===== src/rtl/mvm_pkg.sv =====
// Shared types and constants for the MVM frame controller and its TX serializer.
package mvm_pkg;

   typedef enum logic [2:0] {
      IDLE   = 3'd0,
      LOAD_K = 3'd1,
      LOAD_X = 3'd2,
      FIRE   = 3'd3,
      WAIT_Y = 3'd4,
      SEND   = 3'd5
   } state_t;

   // Frame header bytes
   localparam logic [7:0] CMD_FULL  = 8'hA5;
   localparam logic [7:0] CMD_XONLY = 8'h5A;

   // Default geometry
   localparam int R_DEF       = 2;
   localparam int C_DEF       = 2;
   localparam int W_K_DEF     = 4;
   localparam int W_X_DEF     = 4;
   localparam int W_Y_OUT_DEF = 8;

   localparam int K_BITS = R_DEF * C_DEF * W_K_DEF;
   localparam int X_BITS = C_DEF * W_X_DEF;
   localparam int Y_BITS = R_DEF * W_Y_OUT_DEF;

   // Counter width able to index 0..n-1 (at least one bit)
   function automatic int idx_width(input int n);
      return (n > 1) ? $clog2(n) : 1;
   endfunction

endpackage


===== src/rtl/mvm_tx_serializer.sv =====
// Loads WORDS result words at once and hands them to the UART TX one per
// valid/ready handshake, word 0 first. done pulses with the final handshake.
module mvm_tx_serializer
   import mvm_pkg::*;
#(
   parameter int WORDS = 2,
   parameter int W     = 8
) (
   input  logic                 clk,
   input  logic                 rst,
   input  logic                 load,
   input  logic [WORDS*W-1:0]   load_data,
   output logic [W-1:0]         tx_data,
   output logic                 tx_valid,
   input  logic                 tx_ready,
   output logic                 done
);

   localparam int ROW_W = idx_width(WORDS);

   logic [WORDS*W-1:0] sh_q;
   logic [ROW_W-1:0]   row_q;
   logic               active_q;
   logic               fire;
   logic               last_row;

   assign fire     = active_q & tx_ready;
   assign last_row = (row_q == ROW_W'(WORDS - 1));
   assign done     = fire & last_row;
   assign tx_data  = sh_q[W-1:0];
   assign tx_valid = active_q;

   // Shift register: current word always sits in the low W bits
   always_ff @(posedge clk) begin
      if (rst) begin
         sh_q     <= '0;
         row_q    <= '0;
         active_q <= 1'b0;
      end else if (load) begin
         sh_q     <= load_data;
         row_q    <= '0;
         active_q <= 1'b1;
      end else if (fire) begin
         sh_q <= sh_q >> W;
         if (last_row) begin
            row_q    <= '0;
            active_q <= 1'b0;
         end else begin
            row_q <= row_q + 1'b1;
         end
      end
   end

endmodule


===== src/rtl/mvm_frame_ctrl.sv =====
// Frame controller: parses RX command frames into K and x, launches one MVM
// per frame and streams the R result bytes back to TX. x-only frames reuse K.
module mvm_frame_ctrl
   import mvm_pkg::*;
#(
   parameter int R             = 2,
   parameter int C             = 2,
   parameter int W_K           = 4,
   parameter int W_X           = 4,
   parameter int W_Y_OUT       = 8,
   parameter int BITS_PER_WORD = 8
) (
   input  logic                          clk,
   input  logic                          rst,
   input  logic [BITS_PER_WORD-1:0]      s_rx_data,
   input  logic                          s_rx_valid,
   output logic [R*C*W_K+C*W_X-1:0]      mvm_s_data,
   output logic                          mvm_s_valid,
   input  logic                          mvm_s_ready,
   input  logic [R*W_Y_OUT-1:0]          mvm_m_data,
   input  logic                          mvm_m_valid,
   output logic                          mvm_m_ready,
   output logic [BITS_PER_WORD-1:0]      m_tx_data,
   output logic                          m_tx_valid,
   input  logic                          m_tx_ready,
   output logic                          busy,
   output logic                          k_loaded,
   output logic                          err_cmd,
   output logic                          err_overrun
);

   localparam int KB    = R * C * W_K;
   localparam int XB    = C * W_X;
   localparam int IDX_W = idx_width(R * C);

   state_t             state_q, state_d;
   logic [IDX_W-1:0]   idx_q;
   logic [KB-1:0]      k_q;
   logic [XB-1:0]      x_q;
   logic               k_loaded_q;
   logic               err_cmd_q;
   logic               err_ovr_q;

   logic               last_k;
   logic               last_x;
   logic               hdr_err;
   logic               ovr;
   logic               ser_load;
   logic               ser_done;

   assign last_k = (idx_q == IDX_W'(R * C - 1));
   assign last_x = (idx_q == IDX_W'(C - 1));

   assign mvm_s_data  = {x_q, k_q};
   assign k_loaded    = k_loaded_q;
   assign err_cmd     = err_cmd_q;
   assign err_overrun = err_ovr_q;

   // State register
   always_ff @(posedge clk) begin
      if (rst) state_q <= IDLE;
      else     state_q <= state_d;
   end

   // Next state and state-decoded outputs
   always_comb begin
      state_d     = state_q;
      busy        = 1'b1;
      mvm_s_valid = 1'b0;
      mvm_m_ready = 1'b0;
      ser_load    = 1'b0;
      hdr_err     = 1'b0;
      ovr         = 1'b0;
      case (state_q)
         IDLE: begin
            busy = 1'b0;
            if (s_rx_valid) begin
               if (s_rx_data == CMD_FULL)
                  state_d = LOAD_K;
               else if (s_rx_data == CMD_XONLY && k_loaded_q)
                  state_d = LOAD_X;
               else
                  hdr_err = 1'b1;
            end
         end
         LOAD_K: if (s_rx_valid && last_k) state_d = LOAD_X;
         LOAD_X: if (s_rx_valid && last_x) state_d = FIRE;
         FIRE: begin
            mvm_s_valid = 1'b1;
            ovr         = s_rx_valid;
            if (mvm_s_ready) state_d = WAIT_Y;
         end
         WAIT_Y: begin
            mvm_m_ready = 1'b1;
            ovr         = s_rx_valid;
            if (mvm_m_valid) begin
               ser_load = 1'b1;
               state_d  = SEND;
            end
         end
         SEND: begin
            ovr = s_rx_valid;
            if (ser_done) state_d = IDLE;
         end
         default: state_d = IDLE;
      endcase
   end

   // Byte capture into K / x, frame index, kernel-valid flag and error pulses
   always_ff @(posedge clk) begin
      if (rst) begin
         idx_q      <= '0;
         k_q        <= '0;
         x_q        <= '0;
         k_loaded_q <= 1'b0;
         err_cmd_q  <= 1'b0;
         err_ovr_q  <= 1'b0;
      end else begin
         err_cmd_q <= hdr_err;
         err_ovr_q <= ovr;
         case (state_q)
            IDLE: if (s_rx_valid) idx_q <= '0;
            LOAD_K: if (s_rx_valid) begin
               k_q[int'(idx_q) * W_K +: W_K] <= s_rx_data[W_K-1:0];
               if (last_k) begin
                  idx_q      <= '0;
                  k_loaded_q <= 1'b1;
               end else begin
                  idx_q <= idx_q + 1'b1;
               end
            end
            LOAD_X: if (s_rx_valid) begin
               x_q[int'(idx_q) * W_X +: W_X] <= s_rx_data[W_X-1:0];
               if (last_x) idx_q <= '0;
               else        idx_q <= idx_q + 1'b1;
            end
            default: ;
         endcase
      end
   end

   mvm_tx_serializer #(
      .WORDS (R),
      .W     (W_Y_OUT)
   ) u_ser (
      .clk       (clk),
      .rst       (rst),
      .load      (ser_load),
      .load_data (mvm_m_data),
      .tx_data   (m_tx_data),
      .tx_valid  (m_tx_valid),
      .tx_ready  (m_tx_ready),
      .done      (ser_done)
   );

endmodule


===== config.mk =====
export PLATFORM = sky130hd
export DESIGN_NAME = mvm_frame_ctrl
export DESIGN_NICKNAME = d
export VERILOG_FILES = /design/src/rtl/mvm_pkg.sv /design/src/rtl/mvm_tx_serializer.sv /design/src/rtl/mvm_frame_ctrl.sv
export SDC_FILE = /design/constraint.sdc
export NUM_CORES = 1
export LEC_CHECK = 0
export BUFFER_PORTS_ARGS = -buffer_cell sky130_fd_sc_hd__clkbuf_2
export CAP_MARGIN = 5
export CORE_ASPECT_RATIO = 0.8
export CORE_MARGIN = 1.5
export CORE_UTILIZATION = 57
export CTS_BUF_LIST = sky130_fd_sc_hd__clkbuf_4 sky130_fd_sc_hd__clkbuf_8
export DETAILED_ROUTE_END_ITERATION = 16
export GPL_TIMING_DRIVEN = 0
export PLACE_DENSITY = 0.87
export SYNTH_ARGS = -nofsm -noshare
export SYNTH_HDL_FRONTEND = slang
export SYNTH_SLANG_ARGS = --single-unit

===== constraint.sdc =====
create_clock -name clk -period 4.6 [get_ports clk]
set_input_delay 0.92 -clock clk [delete_from_list [all_inputs] [get_ports clk]]
set_output_delay 0.92 -clock clk [all_outputs]
set_load 0.03 [all_outputs]

# Word level (Yosys, flattened, before mapping)
# Cells that the tools add are included.
# Widths: inputs -> output; s select.
# word_totals
n_memories,0
latch_bits,0
out_inout_bits,39
mem_bits_ro,0
mem_bits_rw,0
reg_bits,50
word_cells,86
inputBits,30
# op_classes
mux,29
add_sub_neg,3
order_cmp,0
bitwise,5
eq_ne,18
n_reduce_logical,17
n_mul,0
n_shift,4
div,0
# op_table
cell,count
$neg 4->33,1
$shift 4x33->16 const A,1
$shift 4x33->8 const A,1
$shiftx 4x33->16,1
$shiftx 4x33->8,1
$mux 16,2
$mux 3,8
$pmux 3 s6,1
$bwmux 16,1
$ne 2x2->1 const B,8
$mux 1,10
$mux 2,5
$bwmux 8,1
$eq 8x7->1 const B,1
$eq 8x8->1 const B,1
$reduce_and 7->1,1
$eq 3x2->1 const B,2
$eq 3x3->1 const B,2
$pmux 2 s3,1
$reduce_and 2->1,3
$reduce_and 4->1,1
$reduce_bool 2->1,2
$reduce_or 2->1,2
$reduce_or 4->1,1
13 further kinds,18

# Longest topological paths before layout
# Gate-level depths: netlist (run 1).
# logic_depth
word_depth,6
mapped_depth,8

# Modules after synthesis
# A second synthesis (run 1) with hierarchy kept.
# unflattened
hier_cells,272
area_unflattened_um2,2439.8
# modules_own_cells
module,seq_area_each_um2,instances,area_each_um2,cells_per_inst
mvm_frame_ctrl,640.6,1,1560.2,174
mvm_tx_serializer,360.3,1,879.6,98

# Worst setup path before layout (run 1)
# No wires, ideal clock.
# synth_path
path_type,input to register
from,input port s_rx_data[3]
to,register state_q[0]
slack_ps,2384
cell_stages,6
arrival_ps,2095
cell_sequence,buf_2 > nand3b_1 > nor4b_2 > nor3_2 > a2111oi_4 > mux2_4
# synth_between
elab_chain_cells,4
word_cells_on_any_way,8
cone_classes,3 x eq/ne; 3 x mux; 2 x reduce/logical
# synth_lines
item,line_no,rtl
"start, declared",mvm_frame_ctrl.sv:15,"input logic [BITS_PER_WORD-1:0] s_rx_data,"
$eq 8x8->1 / $eq 8x7->1 (equally long branches),"mvm_frame_ctrl.sv:78, mvm_frame_ctrl.sv:80",
$mux 3 / $logic_and 1x1->1 (equally long branches),"mvm_frame_ctrl.sv:78, mvm_frame_ctrl.sv:80",
$mux 3 / $ne 3x3->1 (equally long branches),--,
$pmux 3 s6 / $reduce_and 7->1 (equally long branches),--,
"end signal, assigned",mvm_frame_ctrl.sv:62,else state_q <= state_d;
"end, declared",mvm_frame_ctrl.sv:36,"state_t state_q, state_d;"
# Parallel ways exist; a longest one is shown, timed or not. The select of a mux whose other input is x is not followed.
# A chain may end at the register's enable or synchronous reset.

# Worst setup path in the final report (run 1)
# layout_path
from,register idx_q[0]
to,register k_q[11]
# layout_between
elab_chain_cells,3
word_cells_on_any_way,4
cone_classes,1 x add/sub; 2 x shift; 1 x mux
# layout_lines
item,line_no,rtl
"start, declared",mvm_frame_ctrl.sv:37,logic [IDX_W-1:0] idx_q;
"start signal, assigned",mvm_frame_ctrl.sv:129,idx_q <= idx_q + 1'b1;
"start signal, assigned",mvm_frame_ctrl.sv:135,else idx_q <= idx_q + 1'b1;
$neg 4->33 (*),mvm_frame_ctrl.sv:124,k_q[int'(idx_q) * W_K +: W_K] <= s_rx_data[W_K-1:0];
$shiftx 4x33->16 / $shift 4x33->16 (equally long branches),mvm_frame_ctrl.sv:124,
$bwmux 16 (*),mvm_frame_ctrl.sv:124,
"end signal, assigned by index",mvm_frame_ctrl.sv:124,
"end, declared",mvm_frame_ctrl.sv:38,logic [KB-1:0] k_q;
# Mark *: on every way between the ends. The rest lies on a longest branch, timed or not.

==> results.txt, run 1 <==
- Post-synth ARST share: 0%
- By area, the combinational part of the netlist is dominated by simple AND/OR/NAND/NOR gates.
- Summing the areas of all and, or, nand and nor instances in the mapped netlist gives a little under a third of the synthesized area.
* Synthesized netlist net count: 325
- Per report_power, the clock group accounts for about two fifths of the total.
- DRC violation count after routing: 0
- Share of final-layout standard cells stronger than drive strength 1: 27.62%
* Average cell area after synthesis: between 8 and 9 sq um
- Sink count of the clock tree: 50
- Number of antenna diodes: 0
* Top-area cell type share of the netlist area: a little over two fifths
- Crit path to: k_q[11]$_SDFFE_PP0P_
- Cells after Synth: about 290
- Required arrival time at the worst endpoint: approximately 4800 ps
- Post-route minimum period: about 2500 ps
- For the worst-skew pair, the clock arrives at the later sink with an insertion delay of 300 ps.
* Wire length of the first global-routing pass: around 9.3 mm
* Number of failing setup endpoints in the final timing report: 0
- The via count of the first global-routing pass is 2064.
- Share of power burned in registers: between 50% and 60%
- Routability cong.: ~0.87
- Cells fill between 70% and 80% of the core in the end.
- The count of buffers added on input and output ports is 66.
- Summing the areas of all compound-gate instances in the mapped netlist gives 14.39% of the synthesized area.
- Total power divided by cell area: 277.1 nW/um^2
* Post-DP HPWL: ~4.3 mm
* Final-stage net count: 398
* Average vias per placed instance: approximately 5.7
- After routing, the total negative slack on setup checks comes to 0 ps.
- Number of register bits inferred by synthesis: 50
- In this run the deepest clock path goes through 2 buffers.
* Proportion of synthesized chip area in sequential cells: around 42%
* Launch instance of the worst min-delay path: k_q[1]$_SDFFE_PP0P_
* Placed Instance Area: approximately 2800 sq um
- Violation count after the first detailed-route iteration: 179
- Die width: around 75 microns
- Initial core utilization: about three fifths
* Most common flop cell mapped by yosys: dfxtp_1
* Crit path launch: idx_q[0]$_SDFFE_PP0P_
- CTS built an H-tree with a depth of 2.
* Setup repair bufs after CTS: 0
* Area of the core: 3879 sq um
- Slew of the pin with the lowest slew margin: approximately 520 ps
- STA classifies the critical path startpoint as a flip-flop.
- The worst path uses a little under three fifths of the clock period.
- Number of enable-type register cells in the synthesized netlist: 0
* Site row count: 20
- GRT Overall Usage: 26.97%
* DRT antenna net count: 0
- Total of hold buffers inserted after clock tree synthesis: 0
* Critical-path maximum fanout: 10
- The largest total area in the synthesized netlist belongs to dfxtp_1.
* Final design instance area without fill: approximately 2900 sq um
* Internal power contribution: roughly 0.62 mW
- In this run, CTS created clock tree buffers numbering 5.
- Routed WL: between 5 and 6 mm
- VDD sags by at most about 0.00021 V.
- Pin placement for this block handled 69 I/O pins.
* Antenna violations before repair: 0
- Combinational logic is responsible for under 10% of the overall power.
- The worst setup path is of the flip-flop to flip-flop kind.
* Clock tree from TritonCTS: built
* Grt ovf: 0
- Worst clock skew on the final layout: 10.40 ps
- Cell types with the largest area share after synthesis: dfxtp_1 (42%), nand2_1 (8.3%), a21oi_1 (7.8%)
- Instance count along the most critical hold path: 2
- From synthesis to final layout, the design area changed by 21.69%.
- Highest Clock Rate: roughly 390 MHz
- The total count of hold-check failures in the final report was 0.
- Xor/xnor cell area share of the yosys netlist: 0.3704%
- Vias: 2370
- The worst register-to-register path has a depth of 7.
- The floorplan step defined a die boundary enclosing between 4000 and 5000 sq um.
- After detailed routing, the average wire length per cell comes to 14.35 microns.
* Terminus of the critical flop-to-flop path: k_q[11]$_SDFFE_PP0P_
- Psw: between 0.15 and 0.2 mW
* Static Leak: between 1 and 1.5 nW
- The worst setup path is captured at a flip-flop.
- The flow ran to the end, and the final reports show no timing, DRC or antenna violations.
* Switching Share: between 20 and 25%
* Type of the worst min-delay path: flip-flop to flip-flop
* Count of maximum capacitance violations: 0
- Max-slew violation count: 0
- After synthesis, the most frequently instantiated cells are nand2_1 (52), dfxtp_1 (50), a21oi_1 (37).
- The startpoint identified for the worst register-to-register timing path is idx_q[0]$_SDFFE_PP0P_.
- Gates resized during post-CTS repair numbered 0.
* Arithmetic-cell share of the synthesized area counting full adders, half adders and majority gates: under 10%
- Clock Tree Root: clkbuf_8
* Count of synthesis-stage warnings from yosys: 0
- Clock slew at the register clock pins of the worst setup and hold paths: around 100 ps
- Iteration count of the initial detailed-routing pass: 5
- Mux contribution to synthesized area: ~1.1%
* Worst R2R Setup Slack: a little over 2000 ps
- Largest net degree at the start of global routing: 16
- Among all cell types in the netlist, the one instantiated most often is nand2_1.
- Unique masters post-synth: 40
* Die Y-Extent: between 60 and 70 microns
- Setup repair after global routing left no endpoint under its margin.
* Total standard cell area after synthesis: between 2000 and 2500 sq um
- Slew margin rel.: about 65%
* Data arrival time of the critical path: about 2800 ps
==> state kept, by name, summed over array words and instances (netlist names) <==
register        cells
x_q                 8
state_q             3
err_cmd             1
idx_q               2
u_ser.tx_valid      1
err_overrun         1
k_loaded            1
k_q                16
u_ser.last_row      1
u_ser.sh_q         16
==> routing by layer <==
metal / share of wire (%) / up-vias / GRT usage [%]
met4: 1.0 / 0 / 7.532
met5: 0 / - / 0
li1: - / 1155 / -
met3: 6.0 / 6 / 4.485
met1: 47 / 1102 / 38.33
met2: 46 / 107 / 42.73
==> power by group through the flow <==
| stage | clock [mW] | sequential (mW) | combinational [mW] |
|---|---|---|---|
| after floorplan | 0 | 0.445 | 0.0216 |
| final | 0.316 | 0.434 | 0.0472 |
| after global placement | 0 | 0.444 | 0.0448 |
| after global routing | 0.337 | 0.435 | 0.0508 |
| after CTS | 0.315 | 0.434 | 0.0462 |
| after detailed placement | 0 | 0.444 | 0.0457 |
==> kinds of logic (layout without fill, tap and decap cells) <==
group           Yosys count  in the layout
flops                    50             50
compound gates           54             54
mux                       2              2
xor+xnor                  1              1
fa+ha+maj                 7              7
buf+inv                  32            106
simple gates            142            142
==> stage by stage <==
step | setup slack (ps) | hold WS [ps] | power, mW | cells
final | 2056 | 461.4 | 0.7975 | 417
after detailed placement | 2061 | 446.7 | 0.4902 | 409
after floorplan | 2384 | 448.1 | 0.4670 | 288
after CTS | 2118 | 459.5 | 0.7960 | 417
after global placement | 2099 | 439.5 | 0.4892 | 409
after global routing | 1845 | 481.9 | 0.8223 | 417
==> worst min path at each step <==
stage                                  end  slack [ps]
2_1_floorplan  u_ser.sh_q[12]$_SDFFE_PP0P_         450
3_3_place_gp           k_q[8]$_SDFFE_PP0P_         440
3_5_place_dp           k_q[6]$_SDFFE_PP0P_         450
4_1_cts                k_q[6]$_SDFFE_PP0P_         460
5_1_grt                k_q[2]$_SDFFE_PP0P_         480
6_report               k_q[1]$_SDFFE_PP0P_         460
==> area by class of cell <==
cell class,instances,area (sq um)
repair buffers,66,330.3
plain buffers,27,156.4
fillers,315,1001
multi-input cells,206,1189
clock buffers,6,76.32
inverters,5,18.77
flip-flops and latches,50,1001
clock inverters,2,37.54
well taps,55,68.82
==> cells in the final DEF (no fill, tap or decap), types with 5 or more instances in the layout <==
cell and n:
a21oi_1 37, a311oi_1 8, buf_2 5, buf_4 8, clkbuf_1 11, clkbuf_2 66
clkbuf_8 5, dfxtp_1 50, ha_1 7, nand2_1 52, nand3_1 27, nand4_1 16
nor2_1 19
==> worst max-delay path, stage by stage, from the launching register on <==
cell	delay, ps
dfxtp_1	470
clkbuf_1	390
inv_1	210
ha_1	320
clkbuf_1	330
nor3b_1	460
nand3_1	130
a21oi_1	160
No activity file was read; power rests on OpenSTA's default activity.
==> inputs of run 2 (changes only) <==
--- a/config.mk
+++ b/config.mk
@@ -5,15 +5,16 @@
 export SDC_FILE = /design/constraint.sdc
 export NUM_CORES = 1
 export LEC_CHECK = 0
+export ABC_AREA = 1
 export BUFFER_PORTS_ARGS = -buffer_cell sky130_fd_sc_hd__clkbuf_2
 export CAP_MARGIN = 5
 export CORE_ASPECT_RATIO = 0.8
 export CORE_MARGIN = 1.5
-export CORE_UTILIZATION = 57
+export CORE_UTILIZATION = 54
 export CTS_BUF_LIST = sky130_fd_sc_hd__clkbuf_4 sky130_fd_sc_hd__clkbuf_8
 export DETAILED_ROUTE_END_ITERATION = 16
 export GPL_TIMING_DRIVEN = 0
-export PLACE_DENSITY = 0.87
+export PLACE_DENSITY = 0.82
 export SYNTH_ARGS = -nofsm -noshare
 export SYNTH_HDL_FRONTEND = slang
 export SYNTH_SLANG_ARGS = --single-unit
==> constraint.sdc (replaced) <==
create_clock -name clk -period 2.4 [get_ports clk]
set_input_delay 0.48 -clock clk [delete_from_list [all_inputs] [get_ports clk]]
set_output_delay 0.48 -clock clk [all_outputs]
set_load 0.03 [all_outputs]
==> run 2 against run 1 <==
Compared with the run above:
- fmax up 34%
- core utilization down 4.8 points
- area after synthesis up 5.3%
- total power rose to 3.0 times the previous value
- clock-buffer cell count unchanged
- clock skew down 5.9 ps
- sequential power up 120%
- cell count up 14%
==> results.txt, run 2 <==
- Outcome: completed
- Total of hold buffers inserted after clock tree synthesis: 0 (unchanged)
* Most used cell along the critical path: inv_1
- Slew of the pin with the lowest slew margin: 476.9 ps (-42.83 ps)
* Kind of end point of the critical path: flip-flop
- Largest net degree at the start of global routing: 16 (unchanged)
- The complex-gate fraction of the synthesized area was 11.76% (-2.6 points).
- Total power divided by cell area: 788.8 nW/um^2 (+180%)
- In the synthesized netlist the dominant register cell turns out to be dfxtp_1.
* Number of filler cells placed in the layout: 387 (+23%)
* Number of register bits inferred by synthesis: 50 (unchanged)
- Vias: 2419 (+2.1%)
- Yosys attributes the largest share of cell area to dfxtp_1 (40%), nand2_1 (13%), nand3_1 (6.6%).
- The global-route congestion overflow total was 0 (unchanged).
* Cell at the slowest stage of the critical path: dfxtp_1
- WL/cell: 11.51 microns (-20%)
- Worst path max stage delay: 520 ps (+50 ps)
- Yosys top cell by area: dfxtp_1
- The total power is 2.360 mW (+200%).
* Length in cells of the worst reg-to-reg path: 8 (+1)
- The initial core utilization was 57.78% (-3.2 points).
* CP cell instances: inv_1 > ha_1 > inv_1 > buf_2 > nand2_1 > nor2_1 > nand3_1 > a21oi_1
- The total negative setup slack is 0 ps (unchanged).
- The number of setup buffers added after CTS is 0 (unchanged).
- The distinct cell type count after synthesis was 30 (-25%).
- The sequential group share of total power is 39.6% (-15 points).
* Mux contribution to synthesized area: 0% (-1.1 points)
* Share of final-layout standard cells stronger than drive strength 1: 25.48% (-2.1 points)
* Commonest cells after routing, fill and taps aside: nand2_1 (86), clkbuf_2 (67), dfxtp_1 (50), nor2_1 (36), nand3_1 (33)
* Cells after Synth: 345 (+20%)
- DRC violation count after routing: 0 (unchanged)
- The synthesized net count is 382 (+18%).
* Number of enable-type register cells in the synthesized netlist: 0 (unchanged)
* Final period util: 79.04% (+24 points)
- The number of clock buffers inserted by TritonCTS came to 5 (unchanged).
- Worst clock skew on the final layout: 4.537 ps (-5.861 ps)
- Total standard cell area after synthesis: 2490 sq um (+5.3%)
- Combinational share of power: 38.5% (+33 points)
* Latest clock arrival within the worst-skew pair: 310 ps (about the same)
* Core utilization of the finished layout: 69.43% (-4.8 points)
- Most common cell after layout, fill and taps aside: nand2_1
* Average vias per placed instance: 5.071 (-11%)
- Final Non-Filler Cells: 477 (+14%)
* Worst flop-to-flop path startpoint: idx_q[0]$_SDFFE_PP0P_
- The worst-case register-to-register setup slack is 500 ps (-1550 ps).
* Average cell area after synthesis: 7.217 sq um (-12%)
- Port bufs: 67 (+1.5%)
- The via count of the first global-routing pass was 2158 (+4.6%).
- Count of synthesis-stage warnings from yosys: 0 (unchanged)
- Type of the worst min-delay path: primary input to flip-flop
- Most frequent cell after synthesis: nand2_1
- The initial antenna violation count came to 0 (unchanged).
- The worst IR drop on VDD was 0.0004717 V (+130%).
* Highest Clock Rate: 527.2 MHz (+34%)
* FF/Latch Area: 1001 sq um (unchanged)
* Routability cong.: 0.8896 (+2.0%)
* Static Leak: 1.345 nW (+19%)
- Terminus of the critical flop-to-flop path: k_q[13]$_SDFFE_PP0P_
- Count of maximum capacitance violations: 0 (unchanged)
* Sink count of the clock tree: 50 (unchanged)
- Clock Tree Root: clkbuf_8
- The number of cells after detailed placement is 469 (+15%).
- Post-route minimum period: 1897 ps (-647.5 ps)
- For hold timing, the worst endpoint is u_ser.sh_q[13]$_SDFFE_PP0P_.
* Slew margin rel.: 68.21% (+3.0 points)
- The arrival time at the worst endpoint is 2130 ps (-650 ps).
* Depth of the CTS H-tree: 2 (unchanged)
- Site row count: 21 (+5.0%)
- The net load switching power came to 0.9271 mW (+420%).
* Simple-gate share of the synthesized area: 32.36% (+1.6 points)
* Worst Setup Path Type: flip-flop to flip-flop
* Post-synth ARST share: 0% (unchanged)
- Switching Share: 39.29% (+17 points)
* Internal power contribution: 1.433 mW (+130%)
* Post-DP HPWL: 4.231 mm (-2.2%)
* Largest registers: k_q: 16 flops, u_ser.sh_q: 16 flops, x_q: 8 flops
- Arithmetic-cell share of the synthesized area counting full adders, half adders and majority gates: 3.518% (-0.19 points)
- Worst Slack Setup Final: 503.1 ps (-1552 ps)
* Final-stage net count: 456 (+15%)
* Dominant combinational cell family by area after synthesis: simple AND/OR/NAND/NOR gates
* Routed WL: 5.489 mm (-8.3%)
- Launch instance of the worst min-delay path: mvm_m_data[13]
- The post-cts resize count came to 0 (unchanged).
- The die extent in y was 63.74 microns (+5.2%).
- Ports placed on the boundary: 69 (unchanged)
- The total count of hold-check failures in the final report came to 0 (unchanged).
- The overall global routing resource usage is 23.38% (-3.6 points).
- In the synthesized netlist, the cells that appear most often are nand2_1 (86), dfxtp_1 (50), nor2_1 (36).
- The clock edge transition at the registers on the reported setup and hold paths was 90 ps (about the same).
- The core outline area was 4309 sq um (+11%).
- Max-slew violation count: 0 (unchanged)
- The endpoint required time on the critical path is 2640 ps (-2190 ps).
- Setup repair after global routing left no endpoint under its margin.
- The first-pass iteration count of the detailed router is 4 (-1).
* Number of antenna diodes: 0 (unchanged)
- Pre-CTS setup slack: 553.5 ps (-1507 ps)
- Top-area cell type share of the netlist area: 40.20% (-2.1 points)
- Clock share of power: 21.8% (-18 points)
* DIE AREA: 5030 sq um (+11%)
- Violation count after the first detailed-route iteration: 126 (-30%)
- Critical path launch point type: flip-flop
- The critical-path maximum fanout is 10 (unchanged).
- The width of the die is 78.92 microns (+5.2%).
- From synthesis to final layout, the design area changed by 20.15%.
- TritonCTS built the clock tree.
- The setup-violating endpoint count in the final report is 0 (unchanged).
* Combined area of the multi-input logic cells: 1186 sq um (-0.21%)
* Xor/xnor cell area share of the yosys netlist: 0% (-0.37 points)
- The buffer levels on the longest clock path is 2 (unchanged).
* Wire length of the first global-routing pass: 9.356 mm (+0.22%)
- The sequential element share of the synthesized area came to 40.20% (-2.1 points).
- The number of nets with antenna violations after routing is 0 (unchanged).
* Instance count along the most critical hold path: 3 (+1)
-- run 2: cell count changes in the layout (fill, tap and decap cells not counted), moves of 5 or more --
cell	delta
a21oi_1	-5
a311oi_1	-8
a31oi_1	+9
clkbuf_1	-6
inv_1	+23
nand2_1	+34
nand3_1	+6
nand4_1	-11
nor2_1	+17
o21ai_0	+11
-- run 2: layer usage --
| layer | global-route usage [%] | vias up | part of all wire [%] |
|---|---|---|---|
| li1 | - | 1263 | - |
| met1 | 30.74 | 1092 | 48 |
| met2 | 38.36 | 55 | 45 |
| met3 | 4.714 | 9 | 5.6 |
| met4 | 8.114 | 0 | 1.5 |
| met5 | 0 | - | 0 |
-- run 2: final cells by class --
| cell class | instances | area share (%) |
|---|---|---|
| multi-input cells | 240 | 39.65 |
| flip-flops and latches | 50 | 33.46 |
| repair buffers | 67 | 11.21 |
| plain buffers | 21 | 5.604 |
| inverters | 34 | 4.517 |
| clock buffers | 6 | 2.760 |
| well taps | 57 | 2.384 |
| clock inverters | 2 | 0.4182 |
-- run 2: metrics by stage --
stage / instance area (sq um) / hold WS (ps)
5_1_grt: 2992 / 390.4
3_5_place_dp: 2897 / 442.8
2_1_floorplan: 2490 / 439.5
4_1_cts: 2992 / 388.5
6_report: 2992 / 392.9
3_3_place_gp: 2897 / 443.9
-- run 2: power groups by stage --
stage | combinational (mW) | sequential, mW | clock, mW
global placement | 0.889 | 0.952 | 0
detailed placement | 0.901 | 0.954 | 0
floorplan | 0.672 | 0.992 | 0
global route | 1.01 | 0.944 | 0.559
finish | 0.909 | 0.935 | 0.515
CTS | 0.905 | 0.935 | 0.521
-- run 2: worst max path at each step --
stage / start / to / slack [ps] / depth (start not counted)
after CTS: idx_q[0]$_SDFFE_PP0P_ / k_q[13]$_SDFFE_PP0P_ / 500 / 8
final: idx_q[0]$_SDFFE_PP0P_ / k_q[13]$_SDFFE_PP0P_ / 500 / 8
after global placement: idx_q[0]$_SDFFE_PP0P_ / k_q[12]$_SDFFE_PP0P_ / 570 / 8
after detailed placement: idx_q[0]$_SDFFE_PP0P_ / k_q[13]$_SDFFE_PP0P_ / 550 / 8
after floorplan: idx_q[0]$_SDFFE_PP0P_ / k_q[12]$_SDFFE_PP0P_ / 790 / 8
after global routing: idx_q[0]$_SDFFE_PP0P_ / k_q[13]$_SDFFE_PP0P_ / 240 / 8
-- run 2: worst max-delay path, delay by kind of cell (launching register included) --
kind,cells,cell delay [ps]
adders and majority gates,1,350
DFF,1,520
and+or+nand+nor,3,310
AOI/OAI and AO/OA,1,170
buffers and inverters,3,470
-- run 2: cells by family after synthesis --
| logic type | Yosys count |
|---|---|
| AND/OR/NAND/NOR | 177 |
| AO/OA/AOI/OAI | 56 |
| buffers and inverters | 55 |
| flip-flops | 50 |
| adder cells (fa/ha/maj) | 7 |
==> inputs of run 3 (changes only) <==
--- a/config.mk
+++ b/config.mk
@@ -10,11 +10,11 @@
 export CAP_MARGIN = 5
 export CORE_ASPECT_RATIO = 0.8
 export CORE_MARGIN = 1.5
-export CORE_UTILIZATION = 54
+export CORE_UTILIZATION = 49
 export CTS_BUF_LIST = sky130_fd_sc_hd__clkbuf_4 sky130_fd_sc_hd__clkbuf_8
 export DETAILED_ROUTE_END_ITERATION = 16
 export GPL_TIMING_DRIVEN = 0
-export PLACE_DENSITY = 0.82
+export PLACE_DENSITY = 0.79
 export SYNTH_ARGS = -nofsm -noshare
 export SYNTH_HDL_FRONTEND = slang
 export SYNTH_SLANG_ARGS = --single-unit
==> constraint.sdc (replaced) <==
create_clock -name clk -period 1.65 [get_ports clk]
set_input_delay 0.33 -clock clk [delete_from_list [all_inputs] [get_ports clk]]
set_output_delay 0.33 -clock clk [all_outputs]
set_load 0.03 [all_outputs]
==> run 3 against run 2 <==
Compared with the run above:
- worst hold slack got worse by 140 ps
- worst setup slack got worse by 500 ps
- die area rose by 9.8%
- first-iteration DRC count rose by 10%
- clock-buffer cell count did not move
- sequential share of layout area fell by 1.2 points
- sequential power rose by 45%
- non-clock buffer count rose by 6
- cell count rose by 1.9%
- critical path depth did not move
- clock power rose by 72%
- routed wire length rose by 7.7%
- critical path type unchanged
- critical endpoint is now k_q[8]$_SDFFE_PP0P_
- largest cell class unchanged
- largest power group is now combinational logic
==> results.txt, run 3 (synthesized netlist as in run 2, its figures left out) <==
* Slew margin rel.: 65.00% (-3.2 points)
- The width of the die was 82.70 microns (+4.8%).
* Routed WL: 5.913 mm (+7.7%)
- Sink count of the clock tree: 50 (unchanged)
* GRT Overall Usage: 22.30% (-1.1 points)
- Worst vdd rail ir drop: 0.0006601 V (+40%)
* Required arrival time at the worst endpoint: 1890 ps (-750 ps)
* Share of power burned in registers: 36.8% (-2.8 points)
* Psw: 1.408 mW (+52%)
* Placed Instance Area: 2900 sq um (+0.13%)
* Iteration count of the initial detailed-routing pass: 4 (unchanged)
- The layout cell share with drive strength beyond 1 is 29.58% (+4.1 points).
- The total power came to 3.704 mW (+57%).
- DRT antenna net count: 0 (unchanged)
* Commonest cells after routing, fill and taps aside: nand2_1 (84), clkbuf_2 (65), dfxtp_1 (48), nor2_1 (34), nand3_1 (33)
- The worst hold path belongs to the class primary input to flip-flop.
- The clock edge transition at the registers on the reported setup and hold paths came to 90 ps (about the same).
- The die extent in y is 66.76 microns (+4.7%).
- The post-route minimum period is 1649 ps (-247.7 ps).
- The initial antenna violation count came to 0 (unchanged).
* Combinational share of power: 39.2% (+0.7 points)
- The period utilization came to 99.95% (+21 points).
- CP cell instances: clkinvlp_4 > buf_4 > ha_1 > inv_2 > nand2_2 > nor3_1 > nand3_1 > a21oi_2
- The final core area utilization came to 65.88% (-3.5 points).
* Latest clock arrival within the worst-skew pair: 310 ps (about the same)
- Static Leak: 1.388 nW (+3.2%)
- CTS Buf Count: 5 (unchanged)
- The initial core utilization was 52.59% (-5.2 points).
* Kind of end point of the critical path: flip-flop
- Violation count after the first detailed-route iteration: 139 (+10%)
* Highest Clock Rate: 606.4 MHz (+15%)
- Slew of the pin with the lowest slew margin: 524.9 ps (+48.06 ps)
* Depth of the CTS H-tree: 2 (unchanged)
- Clock Tree Root: clkbuf_8
* Layout overhead on the synthesized area: 25.28%
* Number of failing setup endpoints in the final timing report: 0 (unchanged)
* Site row count: 22 (+4.8%)
* Clock tree from TritonCTS: built
- The average via count per standard cell was 5.111 (+0.79%).
* Largest net degree at the start of global routing: 16 (unchanged)
- Routability cong.: 0.8688 (-2.3%)
- The post-route cell area is 3119 sq um (+4.3%).
- Internal power contribution: 2.296 mW (+60%)
* Critical path launch point type: flip-flop
- Via count of the first global-routing pass: 2152 (-0.28%)
* DRC violation count after routing: 0 (unchanged)
* Worst clock skew on the final layout: 5.041 ps (+0.5033 ps)
- Final Hold Viols: 0 (unchanged)
* Post-DP HPWL: 4.280 mm (+1.2%)
* Count of maximum capacitance violations: 0 (unchanged)
* Largest registers: k_q: 16 flops, u_ser.sh_q: 16 flops, x_q: 8 flops
- Total power divided by cell area: 1187 nW/um^2 (+51%)
- The via count came to 2484 (+2.7%).
- The critical path is of the flip-flop to flip-flop type.
- The number of nets in the finished design is 462 (+1.3%).
- Switching Share: 38.01% (-1.3 points)
- Number of antenna diodes: 0 (unchanged)
- The final count of pins violating max slew was 0 (unchanged).
* Wire length of the first global-routing pass: 9.411 mm (+0.59%)
- The number of buffers inserted by port buffering is 67 (unchanged).
- Setup repair after global routing missed its margin: true
- Worst path max stage delay: 410 ps (-110 ps)
- The final-layout worst hold slack came to 251.7 ps (-141.2 ps).
* Clock share of power: 23.9% (+2.1 points)
- Data arrival time of the critical path: 1890 ps (-240 ps)
- The kind of cell with the highest combined delay along the critical path is buffers and inverters.
* Most common cell after layout, fill and taps aside: nand2_1
- Area of the core: 4735 sq um (+9.9%)
- Setup TNS after final layout: 0 ps (unchanged)
* CTS max path bufs: 2 (unchanged)
- The global-route congestion overflow total was 0 (unchanged).
- The run finished with clean final reports.
- The largest individual stage delay along the critical path comes from the cell dfxtp_4.
* Ports placed on the boundary: 69 (unchanged)
- DIE AREA: 5521 sq um (+9.8%)
- Critical-path maximum fanout: 7 (-3)
- Buf+Inv Stages, Crit Path: 3 (unchanged)
* WL/cell: 12.17 microns (+5.7%)
## run 3: cell types whose count changed in the layout (fill, tap and decap cells not counted), sizes merged
| cell | change |
|---|---|
| buf | +6 |
| bufinv | +1 |
| clkinv | -1 |
| clkinvlp | +1 |
| inv | -1 |
## run 3: metrics by stage
stage	instances	setup slack, ps
floorplan	345	42.38
global placement	472	-168.1
detailed placement	472	-214.6
CTS	480	-12.53
global route	486	-86.63
finish	486	0.8136
## run 3: area by class of cell
class / instances / area, sq um
Buffer: 21 / 173.9
Clock buffer: 6 / 76.32
Clock inverter: 2 / 37.54
Fill cell: 414 / 1615
Inverter: 34 / 138.9
Multi-Input combinational cell: 240 / 1226
Sequential cell: 50 / 1006
Tap cell: 60 / 75.07
Timing Repair Buffer: 73 / 385.4
## run 3: path summary, 6_finish.rpt
check | endpoint | cells after the start | slack (ps) | startpoint
worst max register to register | k_q[8]$_SDFFE_PP0P_ | 8 | 0.8 | idx_q[0]$_SDFFE_PP0P_
worst min-delay path | u_ser.sh_q[12]$_SDFFE_PP0P_ | 3 | 250 | mvm_m_data[12]
worst min register to register | x_q[5]$_SDFFE_PP0P_ | 2 | 460 | x_q[5]$_SDFFE_PP0P_
worst max-delay path | k_q[8]$_SDFFE_PP0P_ | 8 | 0.8 | idx_q[0]$_SDFFE_PP0P_
## run 3: what timing repair did
item	CTS	global route
resized for setup	4	17
hold buffers	0	0
buffers inserted	0	6
pin swaps	0	2
endpoints found under the hold margin	0	0
setup endpoints to repair	25	21
## run 3: layer usage
layer  vias up  routed length (microns)  global-route usage [%]  share of wire [%]
met5         -                        0                       0                  0
met4         0                       85                   5.833                1.4
met3         8                      392                   5.479                6.6
met2        84                     2643                   36.08                 45
met1      1118                     2791                   29.52                 47
li1       1274                        -                       -                  -
## run 3: worst min-delay path: stages
cell and delay [ps]:
clkbuf_2 80, nand2_1 50, a21oi_1 50
## run 3: power groups by stage
stage	Clock [mW]	Combinational, mW	Sequential [mW]
CTS	0.899	1.34	1.36
global route	0.952	1.61	1.38
finish	0.886	1.45	1.36
detailed placement	0	1.32	1.39
global placement	0	1.30	1.38
floorplan	0	0.978	1.44
